[src/rtl/alu_muldiv_seq.sv]
// Sequential 8-bit multiply / divide engine that borrows an external shared ALU.
// Multiply is repeated addition; divide is repeated subtraction until a borrow.
module alu_muldiv_seq (
  input  logic       clk,
  input  logic       rst,
  input  logic       start,
  input  logic       op,
  input  logic [7:0] a,
  input  logic [7:0] b,
  output logic [7:0] alu_operand1,
  output logic [7:0] alu_operand2,
  output logic [2:0] alu_operation,
  output logic       alu_enable,
  input  logic [7:0] alu_result,
  output logic       busy,
  output logic       done,
  output logic [7:0] result_lo,
  output logic [7:0] result_hi,
  output logic       div_by_zero
);

  localparam logic [2:0] ALU_NOP = 3'b000;
  localparam logic [2:0] ALU_ADD = 3'b011;
  localparam logic [2:0] ALU_SUB = 3'b100;

  typedef enum logic [1:0] {
    S_IDLE = 2'd0,
    S_MUL  = 2'd1,
    S_DIV  = 2'd2,
    S_DONE = 2'd3
  } state_t;

  state_t     state_q, state_d;
  logic [7:0] a_q, a_d;
  logic [7:0] b_q, b_d;
  // Iteration count while multiplying, running quotient while dividing.
  logic [7:0] cnt_q, cnt_d;
  logic [7:0] rem_q, rem_d;
  logic [7:0] res_lo_q, res_lo_d;
  logic [7:0] res_hi_q, res_hi_d;
  logic       dbz_q, dbz_d;

  // State and datapath registers
  always_ff @(posedge clk) begin
    if (rst) begin
      state_q  <= S_IDLE;
      a_q      <= 8'h00;
      b_q      <= 8'h00;
      cnt_q    <= 8'h00;
      rem_q    <= 8'h00;
      res_lo_q <= 8'h00;
      res_hi_q <= 8'h00;
      dbz_q    <= 1'b0;
    end else begin
      state_q  <= state_d;
      a_q      <= a_d;
      b_q      <= b_d;
      cnt_q    <= cnt_d;
      rem_q    <= rem_d;
      res_lo_q <= res_lo_d;
      res_hi_q <= res_hi_d;
      dbz_q    <= dbz_d;
    end
  end

  // Next-state logic
  always_comb begin
    state_d = state_q;
    case (state_q)
      S_IDLE: begin
        if (start) begin
          if (b == 8'h00) state_d = S_DONE;
          else if (op)    state_d = S_DIV;
          else            state_d = S_MUL;
        end
      end
      S_MUL: begin
        if (cnt_q == 8'd1) state_d = S_DONE;
      end
      S_DIV: begin
        // A result larger than the remainder means the subtraction borrowed.
        if (alu_result > rem_q) state_d = S_DONE;
      end
      S_DONE:  state_d = S_IDLE;
      default: state_d = S_IDLE;
    endcase
  end

  // Datapath next values
  always_comb begin
    a_d      = a_q;
    b_d      = b_q;
    cnt_d    = cnt_q;
    rem_d    = rem_q;
    res_lo_d = res_lo_q;
    res_hi_d = res_hi_q;
    dbz_d    = dbz_q;
    case (state_q)
      S_IDLE: begin
        if (start) begin
          a_d      = a;
          b_d      = b;
          res_lo_d = 8'h00;
          res_hi_d = 8'h00;
          dbz_d    = 1'b0;
          if (op) begin
            rem_d = a;
            cnt_d = 8'h00;
            if (b == 8'h00) begin
              dbz_d    = 1'b1;
              res_lo_d = 8'hFF;
              res_hi_d = a;
            end
          end else begin
            cnt_d = b;
          end
        end
      end
      S_MUL: begin
        res_lo_d = alu_result;
        // Wrap-around of the low byte is the carry into the high byte.
        if (alu_result < res_lo_q) res_hi_d = res_hi_q + 8'd1;
        cnt_d = cnt_q - 8'd1;
      end
      S_DIV: begin
        if (alu_result <= rem_q) begin
          rem_d = alu_result;
          cnt_d = cnt_q + 8'd1;
        end else begin
          res_lo_d = cnt_q;
          res_hi_d = rem_q;
        end
      end
      default: begin
      end
    endcase
  end

  // Outputs decoded from state
  always_comb begin
    alu_operand1  = 8'h00;
    alu_operand2  = 8'h00;
    alu_operation = ALU_NOP;
    alu_enable    = 1'b0;
    busy          = (state_q != S_IDLE);
    done          = (state_q == S_DONE);
    case (state_q)
      S_MUL: begin
        alu_operand1  = res_lo_q;
        alu_operand2  = a_q;
        alu_operation = ALU_ADD;
        alu_enable    = 1'b1;
      end
      S_DIV: begin
        alu_operand1  = rem_q;
        alu_operand2  = b_q;
        alu_operation = ALU_SUB;
        alu_enable    = 1'b1;
      end
      default: begin
      end
    endcase
  end

  assign result_lo   = res_lo_q;
  assign result_hi   = res_hi_q;
  assign div_by_zero = dbz_q;

endmodule

[config.mk]
export PLATFORM = sky130hd
export DESIGN_NAME = alu_muldiv_seq
export DESIGN_NICKNAME = d
export VERILOG_FILES = /design/src/rtl/alu_muldiv_seq.sv
export SDC_FILE = /design/constraint.sdc
export NUM_CORES = 1
export LEC_CHECK = 0
export ABC_AREA = 0
export BUFFER_PORTS_ARGS = -buffer_cell sky130_fd_sc_hd__clkbuf_2
export CAP_MARGIN = 40
export CORE_ASPECT_RATIO = 0.5
export CORE_MARGIN = 2
export CORE_UTILIZATION = 30
export CTS_CLUSTER_SIZE = 25
export DETAILED_ROUTE_END_ITERATION = 10
export PLACE_DENSITY = 0.49
export SYNTH_ARGS = -nofsm -noshare
export SYNTH_HDL_FRONTEND = slang
export SYNTH_SLANG_ARGS = --single-unit
[constraint.sdc]
create_clock -name clk -period 2.5 [get_ports clk]
set_input_delay 0.125 -clock clk [delete_from_list [all_inputs] [get_ports clk]]
set_output_delay 0.125 -clock clk [all_outputs]
set_load 0.01 [all_outputs]
# Word level (Yosys, flattened, before mapping)
# Index checks and enable logic that the tools add are counted.
[word_totals] output_inout_bits=39 ff_bits=51 input_bits=28
[op_classes] n_mux=31 n_reduce_logical=12 n_lt_le_gt_ge=3 addsub=3 n_eq_ne=11
[ops] op="8-bit 2-to-1 mux" n=15
[ops] op="8-bit case mux with 3 select lines" n=3
[ops] op="8-bit case mux with 2 select lines" n=3
[ops] op="8-bit by 1-bit adder with 8-bit output, second input constant" n=2
[ops] op="2-bit != test, second input constant" n=7
[ops] op="2-bit 2-to-1 mux" n=5
[ops] op="3-bit AND reduction" n=3
[ops] op="8-bit by 1-bit == test with 1-bit output, second input constant" n=1
[ops] op="8-bit greater-than comparator" n=1
[ops] op="8-bit less-or-equal comparator" n=1
[ops] op="8-bit zero test" n=1
[ops] op="8-bit < comparator" n=1
[ops] op="2-bit case mux with 4 select lines" n=1
[ops] op="4-bit AND reduction" n=2
[ops] op="8-bit by 1-bit subtractor with 8-bit output, second input constant" n=1
[ops] op="3-bit case mux with 2 select lines" n=1
[ops] op="2-bit == test, second input constant" n=2
[ops] op="2-bit nonzero test" n=2
[ops] op="1-bit 2-to-1 mux" n=3
[ops] op="3-bit nonzero test" n=1
[ops] op="2-bit by 1-bit == test with 1-bit output, second input constant" n=1
[ops] op="2-bit zero test" n=1
[ops] op="2-bit AND reduction" n=1
[ops] op="2-bit OR reduction" n=1

# Logic depth before layout (Yosys ltp)
# Gate-level depths: netlist of run 1.
[depth] word_depth=5 ltp_mapped=9 ltp_nobuf=8

# Least setup slack after synthesis of run 1
# OpenSTA, ideal clock, no wires.
[synth_path] kind="register -> register" from="register rem_q[5]" to="register rem_q[3]" setup_slack_ps=372 t_required_ps=2413 path_stages_with_launch=10 period_less_slack_ps=2128 t_arrival_ps=2041 n_path_buf=1 cell_sequence="dfxtp_1 inv_1 ha_1 a211o_1 a21oi_2 inv_2 o21a_1 buf_6 or4_1 o31ai_1"
[synth_via] elab_chain_cells=3
[synth_rtl] item="start, declared" line="38" text="logic [7:0] rem_q, rem_d;"
[synth_rtl] item="start signal, assigned" line="59" text="rem_q <= rem_d;"
[synth_rtl] item="8-bit less-or-equal comparator" line="126" text="if (alu_result <= rem_q) begin"
[synth_rtl] item="2-bit != test (no line)"
[synth_rtl] item="4-bit AND reduction (no line)"
# No other way between the ends.
# A chain may end at the register's enable or synchronous reset.

# Final worst setup path of run 1
[layout_path] from="register rem_q[5]" to="register res_hi_q[1] (netlist: result_hi[1])"
[layout_via] elab_chain_cells=3
[layout_rtl] item="8-bit less-or-equal comparator" line="126"
[layout_rtl] item="2-bit != test (no line)"
[layout_rtl] item="4-bit AND reduction (no line)"
[layout_rtl] item="end signal, assigned" line="61" text="res_hi_q <= res_hi_d;"
[layout_rtl] item="end, declared" line="40" text="logic [7:0] res_hi_q, res_hi_d;"
# No other way between the ends.

==> flow_summary.yaml, run 1 <==
yosys:
  synth.avg_cell_area_um2: 7.73
  synth-edff-count: 0
  synthFlopType: "dfxtp_1"
  synthArstFlopShare_pct: 0
  synth_common_cells: "56 x nand2_1, 51 x dfxtp_1, 46 x a21oi_1"
  synth-seq-cells: 51
  synth_fp_nets: 505
  netlist_area_um2: 3500
  yosysSeqAreaShare_pct: 29.2
  syn_inst: 453
  synth_area_leaders: "dfxtp_1 29%, ha_1 8.6%, a21oi_1 6.6%"
  synth_most_common_cell: "nand2_1"
  synth.distinct_cells: 53
  synth_top_area_share_pct: 29.2
  yosys.area.top_type: "dfxtp_1"
  ys_warn_count: 0
drt:
  vias_per_cell: 5.39
  topRoutingLayerUsed: "met4"
  first_pass_iters: 4
  drtAntennaViolNets: 0
  wl_met1_um: 6600
  routed_wl_um: 12800
  drc: 0
  dr.first_iter.drc_count: 280
  wl_met2_um: 5220
  vias: 3652
  wl_met3_um: 930
  avgRoutedWirePerCell_um: 18.9
pwr:
  power.internal_mw: 2.47
  seq_power_share_pct: 27.1
  p_leak_nw: 1.66
  totalPowerFinal_mw: 4.56
  p_per_area_nw_per_um2: 1070
  pwr-share-comb_pct: 54.9
  peakVddDrop_uv: 469
  clockPowerShare_pct: 18.1
  swShare_pct: 45.8
  switching_power_mw: 2.09
cts:
  cts_tree: "done"
  cts.sinks: 51
  cts_max_level: 2
  root_buffer: "clkbuf_16"
  cts.path.max_buffers: 2
  cts_made_buffers: 5
  clk_pin_slew_ns: 0.07
  post_cts_buffers: 0
  clock_latency_ns: 0.30
die:
  die_h_um: 80.4
  fp.dieW_um: 157
  start_util_pct: 31.3
  ioPinCount: 67
  rows: 27
  dieArea_um2: 12600
  fp.coreArea_um2: 11200
sta:
  fin_worst_skew_ns: 0.00667
  final.min_clock_period_ns: 2.33
  rsz0062_at_grt: "no"
  drv_slew: 0
  post-route-period-util_pct: 93.2
  slew-limit-headroom_pct: 40.2
  hold_violations: 0
  max_freq_ghz: 0.429
  setup_viol: 0
  tightest_slew_ns: 0.898
  fin_tns_setup_ns: 0
  setup_ws_ns: 0.170
placed_design:
  pre_cts_slack_ns: 0.169
  dp_hpwl_um: 9620
  gp_congestion: 0.875
  place_inst: 669
  placed_cell_area_um2: 4070
  io_buffers: 66
grt:
  grtUsageTotal_pct: 20.7
  grt_antenna_before_repair: 0
  grt_max_degree: 41
  grt_first_pass_wirelength_um: 19700
  grt_pass1_vias: 3399
  grt-ovfl-total: 0
flow_run:
  drv_cap: 0
finish:
  area_delta_synth_final_pct: 21.2
  diodes: 0
  drive_gt1_share_pct: 20.5
  nets: 569
  fin_area_um2: 4240
  fin_cells: 677
worst_setup_path:
  crit_type: "reg2reg"
  cp_max_fo: 13
  arrival_ns: 2.47
  endpoint_kind: "register"
  required_ns: 2.64
  start_kind: "register"
min_path:
  min_path_type: "in2reg"
outcome:
  status: "completed"
## metal layers
layer  vias up  track usage [%]
met4         0             3.67
li1       1812                -
met3         5             4.96
met5         -                0
met1      1733             31.1
met2       102             29.6
## timing repair
item                                    in CTS  in global routing
hold buffers                                 0                  0
resized for setup                            0                  1
hold endpoints to repair                     0                  0
endpoints found under the setup margin       0                  1
## placed cells by master (no fill, tap or decap), drive strengths merged, types with 16 or more instances in the layout
cell	n
nor2	16
buf	24
a21oi	48
a22oi	21
inv	28
clkbuf	72
o21ai	18
dfxtp	51
ha	24
nand2	56
nor2b	17
## state kept, by name, indices dropped and copies added, names as in the netlist
| signal | count |
|---|---|
| result_hi | 8 |
| b_q | 8 |
| state_q | 2 |
| result_lo | 8 |
| a_q | 8 |
| cnt_q | 8 |
| div_by_zero | 1 |
| rem_q | 8 |
## final timing paths
| check | start | endpoint | slack (ns) | cells after the start |
|---|---|---|---|---|
| setup reg to reg | rem_q[5]$_SDFFE_PP0P_ | result_hi[1]$_SDFFE_PP0P_ | 0.17 | 8 |
| hold reg to reg | div_by_zero$_SDFFE_PP0P_ | div_by_zero$_SDFFE_PP0P_ | 0.46 | 2 |
| setup / recovery | rem_q[5]$_SDFFE_PP0P_ | result_hi[1]$_SDFFE_PP0P_ | 0.17 | 8 |
| hold / removal | b[0] | b_q[0]$_SDFFE_PP0P_ | 0.07 | 3 |
## critical path: stages, from the launching register on
cell and delay (ns):
dfxtp_1 0.38, inv_1 0.08, ha_1 0.29, a211o_1 0.34, a21oi_2 0.18, nand4_1 0.21
and2_1 0.41, a21oi_1 0.21, a311oi_1 0.07
## area by class of cell
class                      count  area [um2]
timing repair buffer          90         510
fill                        1205        6940
tap                          159         199
clock buffer                   6         139
clock inverter                 2        35.0
multi-input combinational    341        2230
inverter                      28         105
sequential                    51        1020
## power by group through the flow
stage	Combinational [mW]	Clock, mW	Sequential, mW
after detailed placement	2.46	0	1.25
after CTS	2.47	0.838	1.23
after global placement	2.46	0	1.25
after floorplan	1.66	0	1.19
after global routing	2.77	0.881	1.26
final	2.50	0.823	1.24
## kinds of logic (layout without fill, tap and decap cells)
kind of cell               count (synthesis)  count (layout)  synth area share, %
and+or+nand+nor                          144             144                 20.5
DFF                                       51              51                 29.2
AOI/OAI and AO/OA                        158             158                 30.5
muxes                                     10              10                 2.86
xor gates and xnor gates                   5               5                 1.25
adders and majority gates                 24              24                 8.58
buffers and inverters                     61             126                 7.18
## through the flow
stage,util [%],hold WS [ns]
after global routing,37.9,0.102
final,37.9,0.0746
after floorplan,-,0.261
after detailed placement,36.4,0.391
after CTS,37.9,0.0744
after global placement,36.4,0.383
No activity file was read; power rests on OpenSTA's default activity.
==> inputs of run 2 (changes only) <==
--- a/config.mk
+++ b/config.mk
@@ -6,7 +6,7 @@
 export NUM_CORES = 1
 export LEC_CHECK = 0
 export ABC_AREA = 0
-export BUFFER_PORTS_ARGS = -buffer_cell sky130_fd_sc_hd__clkbuf_2
+export BUFFER_PORTS_ARGS = -buffer_cell sky130_fd_sc_hd__buf_4
 export CAP_MARGIN = 40
 export CORE_ASPECT_RATIO = 0.5
 export CORE_MARGIN = 2
@@ -14,6 +14,7 @@
 export CTS_CLUSTER_SIZE = 25
 export DETAILED_ROUTE_END_ITERATION = 10
 export PLACE_DENSITY = 0.49
+export SETUP_SLACK_MARGIN = 0.4
 export SYNTH_ARGS = -nofsm -noshare
 export SYNTH_HDL_FRONTEND = slang
 export SYNTH_SLANG_ARGS = --single-unit
==> run 2 against run 1 <==
  * Clock skew fell by 0.0026 ns
  * Final cell count increased by 1.6%
  * Critical path depth up 1
  * Worst setup slack improved by 0.24 ns
  * Sequential power is essentially flat
  * Utilization rose by 4.1 points
  * Combinational power is 15% higher
  * Via count grew 3.7%
  * Critical path type unchanged
  * Largest cell class unchanged
==> flow_summary.yaml, run 2 (synthesis results as in run 1) <==
outcome:
  status: "completed"
grt:
  top_usage_layer: "met1"
  grtUsageTotal_pct: 20.6
  grt.met3_usage_pct: 3.94
  grtUsageMet1_pct: 31.2
  grt_pass1_vias: 3429
  grt_antenna_before_repair: 0
  gr-usage-met2_pct: 30.0
  grt-ovfl-total: 0
  grt_max_degree: 60
  grt_first_pass_wirelength_um: 19800
worst_setup_path:
  cp_cell_sequence: "inv_1 > ha_1 > nand4_1 > a32oi_2 > buf_4 > and2_4 > buf_12 > a21oi_1 > a311oi_1"
  crit_buf_inv: 3
  cp.depth: 9
  cp-startpoint: "rem_q[7]$_SDFFE_PP0P_"
  critical_path.slowest_cell: "dfxtp_4"
  cp_max_fo: 12
  ff2ff_setup_slack_ns: 0.41
  endpoint_kind: "register"
  r2r_cells: 9
  arrival_ns: 2.29
  cp_top_family: "compound AO/OA/AOI/OAI gates"
  reg2reg_from: "rem_q[7]$_SDFFE_PP0P_"
  crit_type: "reg2reg"
  required_ns: 2.70
  cp-endpoint: "result_hi[4]$_SDFFE_PP0P_"
  start_kind: "register"
  r2r-end: "result_hi[4]$_SDFFE_PP0P_"
  cp_slowest_stage_delay_ns: 0.36
finish:
  fin_cells: 688
  post-route-util_pct: 42.0
  nets: 580
  drive_gt1_share_pct: 30.1
  fin_area_um2: 4700
  layout_commonest_cell: "buf_4"
  layout_common_cells: "93 x buf_4, 55 x nand2_1, 44 x dfxtp_1, 41 x a21oi_1, 23 x inv_1"
  area_delta_synth_final_pct: 34.2
  diodes: 0
sta:
  tightest_slew_ns: 0.663
  fin_tns_setup_ns: 0
  post-route-period-util_pct: 83.5
  rsz0062_at_grt: "yes"
  setup_ws_ns: 0.413
  setup_viol: 0
  fin_worst_skew_ns: 0.00407
  final.min_clock_period_ns: 2.09
  timing.hold.ws_ns: 0.0926
  max_freq_ghz: 0.479
  hold_violations: 0
  slew-limit-headroom_pct: 55.8
  drv_slew: 0
placed_design:
  place_inst: 667
  io_buffers: 66
  dp_hpwl_um: 9550
  pre_cts_slack_ns: 0.142
  gp_congestion: 0.865
  placed_cell_area_um2: 4230
die:
  start_util_pct: 31.3
  dieArea_um2: 12600
  rows: 27
  fp.dieW_um: 157
  ioPinCount: 67
  fp.coreArea_um2: 11200
  die_h_um: 80.4
drt:
  drc: 0
  first_pass_iters: 5
  vias_per_cell: 5.50
  vias: 3786
  dr.first_iter.drc_count: 274
  avgRoutedWirePerCell_um: 19.2
  routed_wl_um: 13200
  drtAntennaViolNets: 0
cts:
  cts.path.max_buffers: 2
  cts.sinks: 51
  clk_pin_slew_ns: 0.07
  clock_latency_ns: 0.30
  root_buffer: "clkbuf_16"
  cts_max_level: 2
  cts_made_buffers: 5
  cts_hold_buf: 0
  cts_tree: "done"
pwr:
  p_per_area_nw_per_um2: 1030
  peakVddDrop_uv: 360
  totalPowerFinal_mw: 4.82
  p_leak_nw: 1.79
min_path:
  hold_path.startpoint: "b[1]"
  min_path_type: "in2reg"
  hold-path-cell-count: 3
flow_run:
  drv_cap: 0
-- run 2: cell count changes in the layout (fill, tap and decap cells not counted), moves of 4 or more --
| cell | delta |
|---|---|
| buf_4 | +69 |
| clkbuf_2 | -66 |
| a211oi_1 | -9 |
| a211oi_2 | +9 |
| dfxtp_1 | -7 |
| dfxtp_2 | +6 |
| a21oi_1 | -5 |
| a21oi_2 | +5 |
| buf_6 | +4 |
-- run 2: metal layers --
layer | vias to the layer above | part of all wire, % | wire length (um)
met1 | 1819 | 52 | 6850
met4 | 0 | 0.80 | 106
met3 | 11 | 6.2 | 820
li1 | 1839 | - | -
met2 | 117 | 41 | 5430
met5 | - | 0 | 0
-- run 2: timing repair --
action                                  4_1_cts  5_1_grt
buffers inserted                              2        9
pin swaps                                     7       22
resized for setup                            20       39
endpoints found under the setup margin       32       35
endpoints found under the hold margin         0        0
gates cloned                                  1        1
-- run 2: power by group --
part,switching [mW],total (mW),internal [mW]
sequential,0.223,1.24,1.02
clock,0.331,0.702,0.371
combinational,1.68,2.88,1.20
total,2.23,4.82,2.59
-- run 2: worst min-delay path, stage by stage --
cell and delay (ns):
buf_4 0.12, nand2_1 0.05, a21oi_1 0.05
-- run 2: worst min-delay path by stage --
| stage | to | slack [ns] |
|---|---|---|
| 4_1_cts | b_q[1]$_SDFFE_PP0P_ | 0.09 |
| 3_5_place_dp | b_q[1]$_SDFFE_PP0P_ | 0.40 |
| 3_3_place_gp | b_q[1]$_SDFFE_PP0P_ | 0.40 |
| 2_1_floorplan | a_q[0]$_SDFFE_PP0P_ | 0.26 |
| 6_report | b_q[1]$_SDFFE_PP0P_ | 0.09 |
| 5_1_grt | b_q[0]$_SDFFE_PP0P_ | 0.11 |
-- run 2: layout make-up --
class | count | area [um2]
Clock buffer | 6 | 129
Inverter | 28 | 105
Sequential cell | 51 | 1030
Tap cell | 159 | 199
Clock inverter | 2 | 12.5
Multi-Input combinational cell | 342 | 2420
Timing Repair Buffer | 100 | 798
Fill cell | 1167 | 6480
==> inputs of run 3 (changes only) <==
--- a/config.mk
+++ b/config.mk
@@ -13,7 +13,7 @@
 export CORE_UTILIZATION = 30
 export CTS_CLUSTER_SIZE = 25
 export DETAILED_ROUTE_END_ITERATION = 10
-export PLACE_DENSITY = 0.49
+export PLACE_DENSITY = 0.5
 export SETUP_SLACK_MARGIN = 0.4
 export SYNTH_ARGS = -nofsm -noshare
 export SYNTH_HDL_FRONTEND = slang
==> constraint.sdc (replaced) <==
create_clock -name clk -period 1.7 [get_ports clk]
set_input_delay 0.085 -clock clk [delete_from_list [all_inputs] [get_ports clk]]
set_output_delay 0.085 -clock clk [all_outputs]
set_load 0.01 [all_outputs]
==> run 3 against run 2 <==
  * The flow now finishes with violations (negative setup slack)
  * Final cell count grew 14%
  * Clock power grew 57%
  * Non-clock buffer count grew 96
  * First-iteration DRC count grew 32%
  * Critical endpoint is now rem_q[0]$_SDFFE_PP0P_
  * Highest routed layer unchanged
==> flow_summary.yaml, run 3 (synthesis results as in run 1) <==
outcome:
  status: "complete, but fails checks"
  violations: "negative setup slack"
die:
  fp.dieW_um: 157
  start_util_pct: 31.3
  ioPinCount: 67
  dieArea_um2: 12600
  fp.coreArea_um2: 11200
  die_h_um: 80.4
  rows: 27
cts:
  cts_made_buffers: 5
  cts.sinks: 51
  cts_tree: "done"
  cts_hold_buf: 0
  cts.path.max_buffers: 2
  clock_latency_ns: 0.30
  clk_pin_slew_ns: 0.08
  root_buffer: "clkbuf_16"
  cts_max_level: 2
min_path:
  hold_end: "b_q[3]$_SDFFE_PP0P_"
  min_path_type: "in2reg"
  hold-path-cell-count: 3
  hold_path.startpoint: "b[3]"
worst_setup_path:
  reg2reg_from: "rem_q[5]$_SDFFE_PP0P_"
  endpoint_kind: "register"
  ff2ff_setup_slack_ns: -0.40
  crit_type: "reg2reg"
  r2r-end: "rem_q[0]$_SDFFE_PP0P_"
  crit_buf_inv: 3
  crit_top_cell: "inv_2"
  r2r_cells: 9
  arrival_ns: 2.32
  cp_top_family: "compound AO/OA/AOI/OAI gates"
  cp_slowest_stage_delay_ns: 0.34
  cp_max_fo: 5
  cp_cell_sequence: "inv_2 > ha_4 > a211o_1 > a21oi_2 > inv_2 > o21a_4 > buf_6 > or3_1 > a21oi_1"
  start_kind: "register"
  cp-startpoint: "rem_q[5]$_SDFFE_PP0P_"
  critical_path.slowest_cell: "dfxtp_2"
  required_ns: 1.92
sta:
  timing.hold.ws_ns: 0.0525
  tightest_slew_ns: 0.746
  drv_slew: 0
  post-route-period-util_pct: 124
  final.min_clock_period_ns: 2.10
  hold_violations: 0
  fin_worst_skew_ns: 0.00971
  slew-limit-headroom_pct: 50.3
  setup_ws_ns: -0.404
  max_freq_ghz: 0.475
  rsz0062_at_grt: "yes"
  setup_viol: 50
finish:
  area_delta_synth_final_pct: 79.8
  nets: 677
  layout_common_cells: "139 x buf_4, 52 x nand2_1, 43 x dfxtp_1, 37 x buf_6, 35 x a21oi_1"
  diodes: 0
  drive_gt1_share_pct: 51.3
  layout_commonest_cell: "buf_4"
  fin_cells: 785
grt:
  grt_max_degree: 60
  grt_pass1_vias: 3933
  grt_antenna_before_repair: 0
  grt_first_pass_wirelength_um: 23100
  grtUsageTotal_pct: 24.2
  grt-ovfl-total: 0
pwr:
  swShare_pct: 42.2
  peakVddDrop_uv: 978
  p_leak_nw: 2.47
  pwr-share-comb_pct: 71.7
  p_per_area_nw_per_um2: 1600
  seq_power_share_pct: 17.4
  power.internal_mw: 5.81
  clockPowerShare_pct: 10.9
  switching_power_mw: 4.24
drt:
  wl_met3_um: 1040
  avgRoutedWirePerCell_um: 19.6
  drtAntennaViolNets: 0
  wl_met2_um: 6580
  dr.first_iter.drc_count: 363
  vias_per_cell: 5.50
  wl_met1_um: 7520
  routed_wl_um: 15400
  drc: 0
  first_pass_iters: 5
  topRoutingLayerUsed: "met4"
  vias: 4317
placed_design:
  gp_congestion: 0.904
  place_inst: 743
  dp_hpwl_um: 10500
  io_buffers: 66
flow_run:
  drv_cap: 0
## run 3: worst max path at each step
stage	end	slack (ns)	cells past startpoint
after floorplan	rem_q[3]$_SDFFE_PP0P_	-0.32	9
after global placement	rem_q[7]$_SDFFE_PP0P_	-0.35	8
after detailed placement	rem_q[7]$_SDFFE_PP0P_	-0.42	8
after CTS	rem_q[2]$_SDFFE_PP0P_	-0.34	8
after global routing	rem_q[0]$_SDFFE_PP0P_	-0.45	9
final	rem_q[0]$_SDFFE_PP0P_	-0.40	9
## run 3: power by group through the flow
stage          registers, mW  logic, mW  clock network [mW]
2_1_floorplan           1.81       3.06                   0
3_3_place_gp            1.75       5.06                   0
3_5_place_dp            1.75       5.05                   0
4_1_cts                 1.74       6.60                1.10
5_1_grt                 1.78       7.67                1.16
6_report                1.75       7.21                1.10
## run 3: area by class of cell
cell class	instances	area (um2)
Clock buffer	6	139
Clock inverter	2	16.3
Fill cell	983	4890
Inverter	28	120
Multi-Input combinational cell	343	2910
Sequential cell	51	1040
Tap cell	159	199
Timing Repair Buffer	196	1880
## run 3: metrics by stage
step           TNS, ns  utilization [%]  cell area [um2]  power, mW  worst slack, ns
2_1_floorplan    -3.07                -             3900       4.87           -0.319
3_3_place_gp     -8.56             45.6             5100       6.81           -0.354
3_5_place_dp     -9.54             45.6             5100       6.81           -0.421
4_1_cts          -9.70             53.6             5990       9.45           -0.343
5_1_grt         -15.18             56.3             6300       10.6           -0.449
6_report        -12.20             56.3             6300       10.1           -0.404
## run 3: worst min-delay path, stage by stage
cell	delay [ns]
buf_4	0.12
nand2_1	0.05
a21oi_1	0.05
## run 3: timing repair
item | 4_1_cts | 5_1_grt
pin swaps | 25 | 34
setup endpoints to repair | 73 | 62
cloned | 7 | 2
endpoints found under the hold margin | 0 | 0
buffers inserted | 18 | 7
gates resized for setup | 116 | 38
## run 3: routing by layer
layer,up-vias,global-route usage [%]
li1,2043,-
met1,2086,36.9
met2,169,35.2
met3,19,3.83
met4,0,4.77
met5,-,0
